## src/rtl/bsg_two_fifo_arst_width_p64.sv

```systemverilog
`default_nettype none
// +----------------------------------------------------------------------+
// | bsg_two_fifo_arst_width_p64: two-entry ready/valid FIFO, async reset |
// | Revision 1.0                                                         |
// +----------------------------------------------------------------------+
module bsg_two_fifo_arst_width_p64 #(
  parameter int width_p = 64
) (
  input  logic               clk_i,
  input  logic               reset_n_i,
  input  logic [width_p-1:0] data_i,
  input  logic               valid_i,
  output logic               ready_o,
  output logic [width_p-1:0] data_o,
  output logic               valid_o,
  input  logic               yumi_i,
  output logic [1:0]         count_o,
  output logic               overflow_o,
  output logic               underflow_o
);

  typedef enum logic [1:0] {
    S_EMPTY = 2'd0,
    S_ONE   = 2'd1,
    S_FULL  = 2'd2
  } state_t;

  state_t             r_state;
  state_t             w_state_next;
  logic [width_p-1:0] r_mem [2];
  logic               r_wptr;
  logic               r_rptr;
  logic               r_ready;
  logic               r_valid;
  logic               r_overflow;
  logic               r_underflow;
  logic               w_enq;
  logic               w_deq;

  assign w_enq = valid_i & r_ready;
  assign w_deq = yumi_i & r_valid;

  always_comb begin
    w_state_next = r_state;
    case (r_state)
      S_EMPTY: if (w_enq) w_state_next = S_ONE;
      S_ONE: begin
        if (w_enq && !w_deq)      w_state_next = S_FULL;
        else if (!w_enq && w_deq) w_state_next = S_EMPTY;
      end
      S_FULL:  if (w_deq) w_state_next = S_ONE;
      default: w_state_next = S_EMPTY;
    endcase
  end

  // ready/valid are registered copies of the next-state decode, so neither
  // output has a combinational path from valid_i or yumi_i.
  always_ff @(posedge clk_i or negedge reset_n_i) begin
    if (!reset_n_i) begin
      r_state     <= S_EMPTY;
      r_mem[0]    <= '0;
      r_mem[1]    <= '0;
      r_wptr      <= 1'b0;
      r_rptr      <= 1'b0;
      r_ready     <= 1'b1;
      r_valid     <= 1'b0;
      r_overflow  <= 1'b0;
      r_underflow <= 1'b0;
    end else begin
      if (w_enq) begin
        r_mem[r_wptr] <= data_i;
        r_wptr        <= ~r_wptr;
      end
      if (w_deq) r_rptr <= ~r_rptr;
      r_state <= w_state_next;
      r_ready <= (w_state_next != S_FULL);
      r_valid <= (w_state_next != S_EMPTY);
      if (valid_i && !r_ready) r_overflow  <= 1'b1;
      if (yumi_i && !r_valid)  r_underflow <= 1'b1;
    end
  end

  assign data_o      = r_mem[r_rptr];
  assign ready_o     = r_ready;
  assign valid_o     = r_valid;
  assign count_o     = r_state;
  assign overflow_o  = r_overflow;
  assign underflow_o = r_underflow;

endmodule
`default_nettype wire

```

## config.mk

```make
export PLATFORM = sky130hd
export DESIGN_NAME = bsg_two_fifo_arst_width_p64
export DESIGN_NICKNAME = d
export VERILOG_FILES = /design/src/rtl/bsg_two_fifo_arst_width_p64.sv
export SDC_FILE = /design/constraint.sdc
export NUM_CORES = 1
export LEC_CHECK = 0
export CAP_MARGIN = 20
export CORE_MARGIN = 2
export CORE_UTILIZATION = 45
export CTS_CLUSTER_SIZE = 28
export DETAILED_ROUTE_END_ITERATION = 6
export PLACE_DENSITY = 0.82
export SETUP_SLACK_MARGIN = 0.02
export SYNTH_ARGS = -nofsm -noshare
export SYNTH_HDL_FRONTEND = slang
export SYNTH_SLANG_ARGS = --single-unit
```

## constraint.sdc

```tcl
create_clock -name clk_i -period 1.54 [get_ports clk_i]
set_clock_uncertainty 0.05 [all_clocks]
set_input_delay 0.231 -clock clk_i [delete_from_list [all_inputs] [get_ports clk_i]]
set_output_delay 0.231 -clock clk_i [all_outputs]
set_load 0.03 [all_outputs]
```

==> results of run 1 <==
-- layer usage --
metal / part of all wire [%] / global-route usage [%]
met5: 0 / 0
met4: 1.3 / 6.99
met3: 5.5 / 6.70
met2: 49 / 30.8
met1: 45 / 26.3
-- metrics by stage --
step / hold WS [ns] / power (mW) / TNS, ns
finish: 0.235 / 22.9 / -29.50
CTS: 0.238 / 22.2 / -33.61
floorplan: -0.115 / 13.9 / -12.42
global route: 0.258 / 24.0 / -38.70
detailed placement: 0.108 / 17.9 / -40.86
global placement: 0.0992 / 17.6 / -39.56
-- power by group --
part           switching (mW)  internal, mW  total [mW]
sequential              0.992          5.42        6.41
clock                    1.38          2.49        3.87
combinational            5.77          6.80        12.6
total                    8.14          14.7        22.9
-- final cells by class --
cell class	count	area [um2]	share of cell area, %
Clock buffer	27	493	5.60
Clock inverter	3	65.1	0.739
Inverter	2	7.51	0.0853
Sequential cell	136	3410	38.7
Tap cell	176	220	2.50
Multi-Input combinational cell	213	2530	28.8
Timing Repair Buffer	176	2080	23.6
-- worst max-delay path, stage by stage, from the launching register on --
cell	delay (ns)
sky130_fd_sc_hd__dfrtp_2	0.44
sky130_fd_sc_hd__buf_12	0.22
sky130_fd_sc_hd__mux2_2	0.36
sky130_fd_sc_hd__clkdlybuf4s15_2	0.29
-- kinds of logic after synthesis --
logic type	count (synthesis)	share of synthesized area (%)
DFF	136	56.5
AOI/OAI and AO/OA	7	0.705
buffers and inverters	22	2.68
and+or+nand+nor	11	0.955
muxes	192	38.9
xor gates and xnor gates	2	0.291
-- flip-flops by register name (all words and copies together), names as in the netlist --
signal,flops
r_mem,128
count_o,2
overflow_o,1
r_rptr,1
r_wptr,1
ready_o,1
underflow_o,1
valid_o,1
-- cells in the mapped netlist, types with 2 or more instances --
cell type                  count  area share, %
sky130_fd_sc_hd__buf_8         5            1.2
sky130_fd_sc_hd__mux2_2      143             27
sky130_fd_sc_hd__buf_2        12            1.0
sky130_fd_sc_hd__dfrtp_1     135             56
sky130_fd_sc_hd__o21ai_0       3           0.25
sky130_fd_sc_hd__a21o_1        2           0.25
sky130_fd_sc_hd__mux2_4       49             12
sky130_fd_sc_hd__nand2b_1      2           0.21
sky130_fd_sc_hd__inv_1         2           0.12
sky130_fd_sc_hd__clkbuf_1      2           0.12
sky130_fd_sc_hd__nand2_1       5           0.31
-- path summary, 6_finish.rpt --
check / end / cells past startpoint / slack, ns / from
worst min-delay path: r_mem[80]$_DFFE_PN0P_ / 2 / 0.23 / reset_n_i
max in group asynchronous: r_mem[97]$_DFFE_PN0P_ / 3 / 0.62 / reset_n_i
worst max register to register: r_mem[103]$_DFFE_PN0P_ / 5 / -0.10 / ready_o$_DFF_PN1_
min in group clk_i: r_mem[47]$_DFFE_PN0P_ / 2 / 0.41 / data_i[47]
worst min register to register: overflow_o$_DFFE_PN0P_ / 1 / 0.42 / overflow_o$_DFFE_PN0P_
worst max-delay path: data_o[53] / 3 / -0.49 / r_rptr$_DFFE_PN0P_
-- repair_timing --
| action | in CTS | in global routing |
|---|---|---|
| hold buffers | 1 | 0 |
| cloned | 7 | 6 |
| resized for setup | 193 | 114 |
| endpoints found under the hold margin | 34 | 0 |
| setup buffers | 8 | 8 |
| setup endpoints to repair | 105 | 195 |
| pin swaps | 0 | 2 |
==> impl_metrics.env, run 1 <==
export IMPL_timing_final_setup_violations=159
export IMPL_global_router_s_overall_resource_usage_pct=19.9
export IMPL_peakVddDrop_mv=1.37
export IMPL_synth_area_um2=6030
export IMPL_wire_per_inst_um=18.6
export IMPL_initial_core_util_pct=45.9
export IMPL_most_frequent_cells_in_the_layout="134 x sky130_fd_sc_hd__dfrtp_1, 132 x sky130_fd_sc_hd__mux2_2, 66 x sky130_fd_sc_hd__clkdlybuf4s50_1"
export IMPL_p_leak_nw=3.95
export IMPL_synth_lib_cells_used_distinct=21
export IMPL_seq_area_frac_synth_pct=56.5
export IMPL_async_flop_share_pct=100
export IMPL_outcome="finished with violations"
export IMPL_cts_sink_count=136
export IMPL_area_growth_syn_to_fin_pct=46.0
export IMPL_dp_cells=680
export IMPL_post_synth_net_total=438
export IMPL_routed_wirelength_mm=13.6
export IMPL_timing_final_ws_setup_ns=-0.486
export IMPL_clock_latency_ns=0.41
export IMPL_cap_viol_max_count=0
export IMPL_post_synth_cell_area_avg_um2=16.3
export IMPL_io_pin_count=138
export IMPL_max_slew_margin_pct=75.0
export IMPL_timing_critical_path_required_ns=1.26
export IMPL_hold_viol_final=0
export IMPL_stdcell_count=733
export IMPL_critPathMaxFanout=28
export IMPL_synth_cells=370
export IMPL_final_period_utilization_pct=132
export IMPL_core_region_area_um2=13100
export IMPL_tritoncts="done"
export IMPL_drtPass1Iterations=6
export IMPL_cts_buffers_inserted=17
export IMPL_gpl_final_weighted_congestion=0.723
export IMPL_cts_htree_levels=4
export IMPL_detailedPlacementHpwl_mm=8.08
export IMPL_dieHeight_um=120
export IMPL_number_of_standard_cell_rows_in_the_floorplan=42
export IMPL_vias=3685
export IMPL_grt_setup_unrepaired="true"
export IMPL_final_area_um2=8800
export IMPL_fillers=939
export IMPL_failed_checks="setup timing"
export IMPL_pin_count_of_the_biggest_net_entering_global_routing=48
export IMPL_grt_pass1_wl_mm=21.9
export IMPL_drive_above_1_share_pct=58.7
export IMPL_portBuffers=137
export IMPL_setup_worst_path_end_class="output port"
export IMPL_drt_iter0_markers=142
export IMPL_synth_enable_flop_cells=0
export IMPL_yosys_warnings=0
export IMPL_grt_pass1_vias=4211
export IMPL_clockRootBuffer="sky130_fd_sc_hd__clkbuf_16"
export IMPL_finalNetCount=614
export IMPL_tightest_slew_ns=0.375
export IMPL_synth_seq_cells=136
export IMPL_antenna_violations_before_repair=0
export IMPL_final_period_minus_worst_setup_slack_ns=2.03
export IMPL_startpoint_type="register"
export IMPL_antenna_violating_nets_post_route=0
export IMPL_clkTransAtPathRegs_ns=0.05
export IMPL_max_freq_mhz=493
export IMPL_critPathArrivalTime_ns=1.75
export IMPL_detailed_place_area_um2=7720
export IMPL_grt_overflow_total=0
export IMPL_fp_dieW_um=120
export IMPL_layout_cells_most_common="sky130_fd_sc_hd__dfrtp_1"
export IMPL_final_max_slew_viol_count=0
export IMPL_cts_max_path_buffers=2
export IMPL_hold_path_class="in2async"
export IMPL_final_core_util_pct=67.0
export IMPL_power_density_nw_per_um2=2600
export IMPL_antenna_fix_cells=0
export IMPL_criticalPathCategory="reg2out"
export IMPL_route_detailed_drc=0
export IMPL_die_area_um2=14300
export IMPL_synthFlopType="sky130_fd_sc_hd__dfrtp_1"
export IMPL_pre_cts_ws_ns=-0.357
export IMPL_drt_vias_per_instance=5.03
No activity file was read; power rests on OpenSTA's default activity.
==> inputs of run 2 (changes only) <==
--- a/config.mk
+++ b/config.mk
@@ -7,10 +7,11 @@
 export LEC_CHECK = 0
 export CAP_MARGIN = 20
 export CORE_MARGIN = 2
-export CORE_UTILIZATION = 45
+export CORE_UTILIZATION = 47
+export CTS_BUF_LIST = sky130_fd_sc_hd__clkbuf_8
 export CTS_CLUSTER_SIZE = 28
 export DETAILED_ROUTE_END_ITERATION = 6
-export PLACE_DENSITY = 0.82
+export PLACE_DENSITY = 0.85
 export SETUP_SLACK_MARGIN = 0.02
 export SYNTH_ARGS = -nofsm -noshare
 export SYNTH_HDL_FRONTEND = slang
==> impl_metrics.env, run 2 (synthesis results as in run 1) <==
export IMPL_outcome="finished with violations"
export IMPL_failed_checks="setup timing"
export IMPL_antenna_fix_cells=0
export IMPL_cts_htree_levels=4
export IMPL_final_core_util_pct=67.9
export IMPL_critPathMaxFanout=29
export IMPL_p_leak_nw=3.87
export IMPL_drt_vias_per_instance=5.10
export IMPL_setup_worst_path_end_class="output port"
export IMPL_route_detailed_drc=0
export IMPL_criticalPathCategory="reg2out"
export IMPL_fp_dieW_um=117
export IMPL_timing_critical_path_required_ns=1.26
export IMPL_max_freq_mhz=489
export IMPL_grt_setup_unrepaired="true"
export IMPL_peakVddDrop_mv=1.40
export IMPL_drt_iter0_markers=219
export IMPL_hold_viol_final=0
export IMPL_portBuffers=137
export IMPL_hold_path_class="in2async"
export IMPL_power_total_mw=21.2
export IMPL_area_growth_syn_to_fin_pct=41.5
export IMPL_cts_max_path_buffers=2
export IMPL_die_area_um2=13800
export IMPL_worstPathBufferInverterCount=2
export IMPL_crit_path_cell_trace="buf_12 -> mux2_2 -> clkdlybuf4s15_1"
export IMPL_detailedPlacementHpwl_mm=8.32
export IMPL_initial_core_util_pct=48.0
export IMPL_io_pin_count=138
export IMPL_grt_pass1_vias=3941
export IMPL_tightest_slew_ns=0.368
export IMPL_fillers=895
export IMPL_grt_pass1_wl_mm=20.4
export IMPL_drtPass1Iterations=4
export IMPL_critPathArrivalTime_ns=1.76
export IMPL_final_period_minus_worst_setup_slack_ns=2.04
export IMPL_clkTransAtPathRegs_ns=0.07
export IMPL_tritoncts="done"
export IMPL_routed_wirelength_mm=14.0
export IMPL_cts_sink_count=136
export IMPL_multi_input_comb_area_um2=2510
export IMPL_antenna_violating_nets_post_route=0
export IMPL_gpl_final_weighted_congestion=0.759
export IMPL_startpoint_type="register"
export IMPL_wire_per_inst_um=19.1
export IMPL_clock_latency_ns=0.44
export IMPL_drive_above_1_share_pct=58.9
export IMPL_grt_overflow_total=0
export IMPL_timing_final_setup_violations=180
export IMPL_finalNetCount=614
export IMPL_cap_viol_max_count=0
export IMPL_power_density_nw_per_um2=2480
export IMPL_number_of_flip_flops_in_the_largest_register=128
export IMPL_layout_cells_most_common="sky130_fd_sc_hd__mux2_2"
export IMPL_dieHeight_um=117
export IMPL_number_of_standard_cell_rows_in_the_floorplan=41
export IMPL_timing_final_ws_setup_ns=-0.503
export IMPL_pin_count_of_the_biggest_net_entering_global_routing=65
export IMPL_cts_buffers_inserted=17
export IMPL_vias=3729
export IMPL_most_frequent_cells_in_the_layout="139 x sky130_fd_sc_hd__mux2_2, 134 x sky130_fd_sc_hd__dfrtp_1, 66 x sky130_fd_sc_hd__clkdlybuf4s50_1"
export IMPL_final_period_utilization_pct=133
export IMPL_final_max_slew_viol_count=0
export IMPL_regMostFlops="r_mem"
export IMPL_clockRootBuffer="sky130_fd_sc_hd__clkbuf_8"
export IMPL_critical_path_top_delay_family="buffers and inverters"
export IMPL_global_router_s_overall_resource_usage_pct=20.1
export IMPL_hold_ws_ns=0.165
export IMPL_antenna_violations_before_repair=0
export IMPL_regArea_um2=3410
export IMPL_critical_path_s_slowest_cell="sky130_fd_sc_hd__dfrtp_2"
export IMPL_max_slew_margin_pct=75.2
export IMPL_max_stage_delay_ns=0.41
export IMPL_core_region_area_um2=12600
## run 2: changes by cell type in the layout (fill, tap and decap cells not counted), moves of 2 or more
| cell | change |
|---|---|
| sky130_fd_sc_hd__buf_4 | +6 |
| sky130_fd_sc_hd__mux2_4 | -7 |
| sky130_fd_sc_hd__clkdlybuf4s15_2 | -2 |
| sky130_fd_sc_hd__inv_1 | +7 |
| sky130_fd_sc_hd__buf_2 | +13 |
| sky130_fd_sc_hd__buf_16 | +5 |
| sky130_fd_sc_hd__mux2_2 | +7 |
| sky130_fd_sc_hd__clkbuf_16 | -17 |
| sky130_fd_sc_hd__clkbuf_8 | +20 |
| sky130_fd_sc_hd__buf_12 | -3 |
| sky130_fd_sc_hd__buf_8 | -3 |
| sky130_fd_sc_hd__buf_6 | -17 |
| sky130_fd_sc_hd__clkbuf_1 | -7 |
## run 2: worst paths after layout
| path | start | cells past startpoint | end | slack [ns] |
|---|---|---|---|---|
| min in group clk_i | data_i[41] | 2 | r_mem[41]$_DFFE_PN0P_ | 0.38 |
| hold reg to reg | underflow_o$_DFFE_PN0P_ | 1 | underflow_o$_DFFE_PN0P_ | 0.43 |
| setup reg to reg | ready_o$_DFF_PN1_ | 6 | r_mem[126]$_DFFE_PN0P_ | -0.23 |
| hold / removal | reset_n_i | 2 | r_mem[59]$_DFFE_PN0P_ | 0.17 |
| max in group asynchronous | reset_n_i | 3 | r_mem[69]$_DFFE_PN0P_ | 0.64 |
| setup / recovery | r_rptr$_DFFE_PN0P_ | 3 | data_o[31] | -0.50 |
## run 2: final cells by class
cell class / count / share of cell area, %
flip-flops and latches: 136 / 39.9
multi-input cells: 213 / 29.5
clock inverters: 9 / 0.718
well taps: 172 / 2.52
inverters: 2 / 0.0880
clock buffers: 23 / 3.71
repair buffers: 176 / 23.6
## run 2: per-stage QoR
step,cell area (um2),instances,TNS [ns],setup WS (ns)
global placement,7710,677,-44.25,-0.314
CTS,8490,726,-41.05,-0.565
finish,8530,731,-35.91,-0.503
detailed placement,7710,677,-44.51,-0.335
floorplan,6030,370,-12.42,-0.185
global route,8530,731,-44.75,-0.586
## run 2: routing by layer
metal | GRT usage (%) | share of wire, % | vias to the layer above
met5 | 0 | 0 | -
met4 | 6.67 | 1.0 | 0
met3 | 6.64 | 6.2 | 11
met2 | 33.4 | 49 | 106
met1 | 24.8 | 43 | 1927
li1 | - | - | 1685
## run 2: power breakdown
group          internal [mW]  switching (mW)  total [mW]
Sequential              5.41            1.03        6.43
Combinational           6.27            5.73        12.0
Clock                   1.49            1.25        2.74
Total                   13.2            8.00        21.2
## run 2: what timing repair did
action / in CTS / in global routing
hold endpoints to repair: 135 / 0
setup endpoints to repair: 123 / 196
cloned: 8 / 6
pin swaps: 1 / 1
buffers inserted: 8 / 2
hold buffers: 1 / 0
resized for setup: 154 / 57
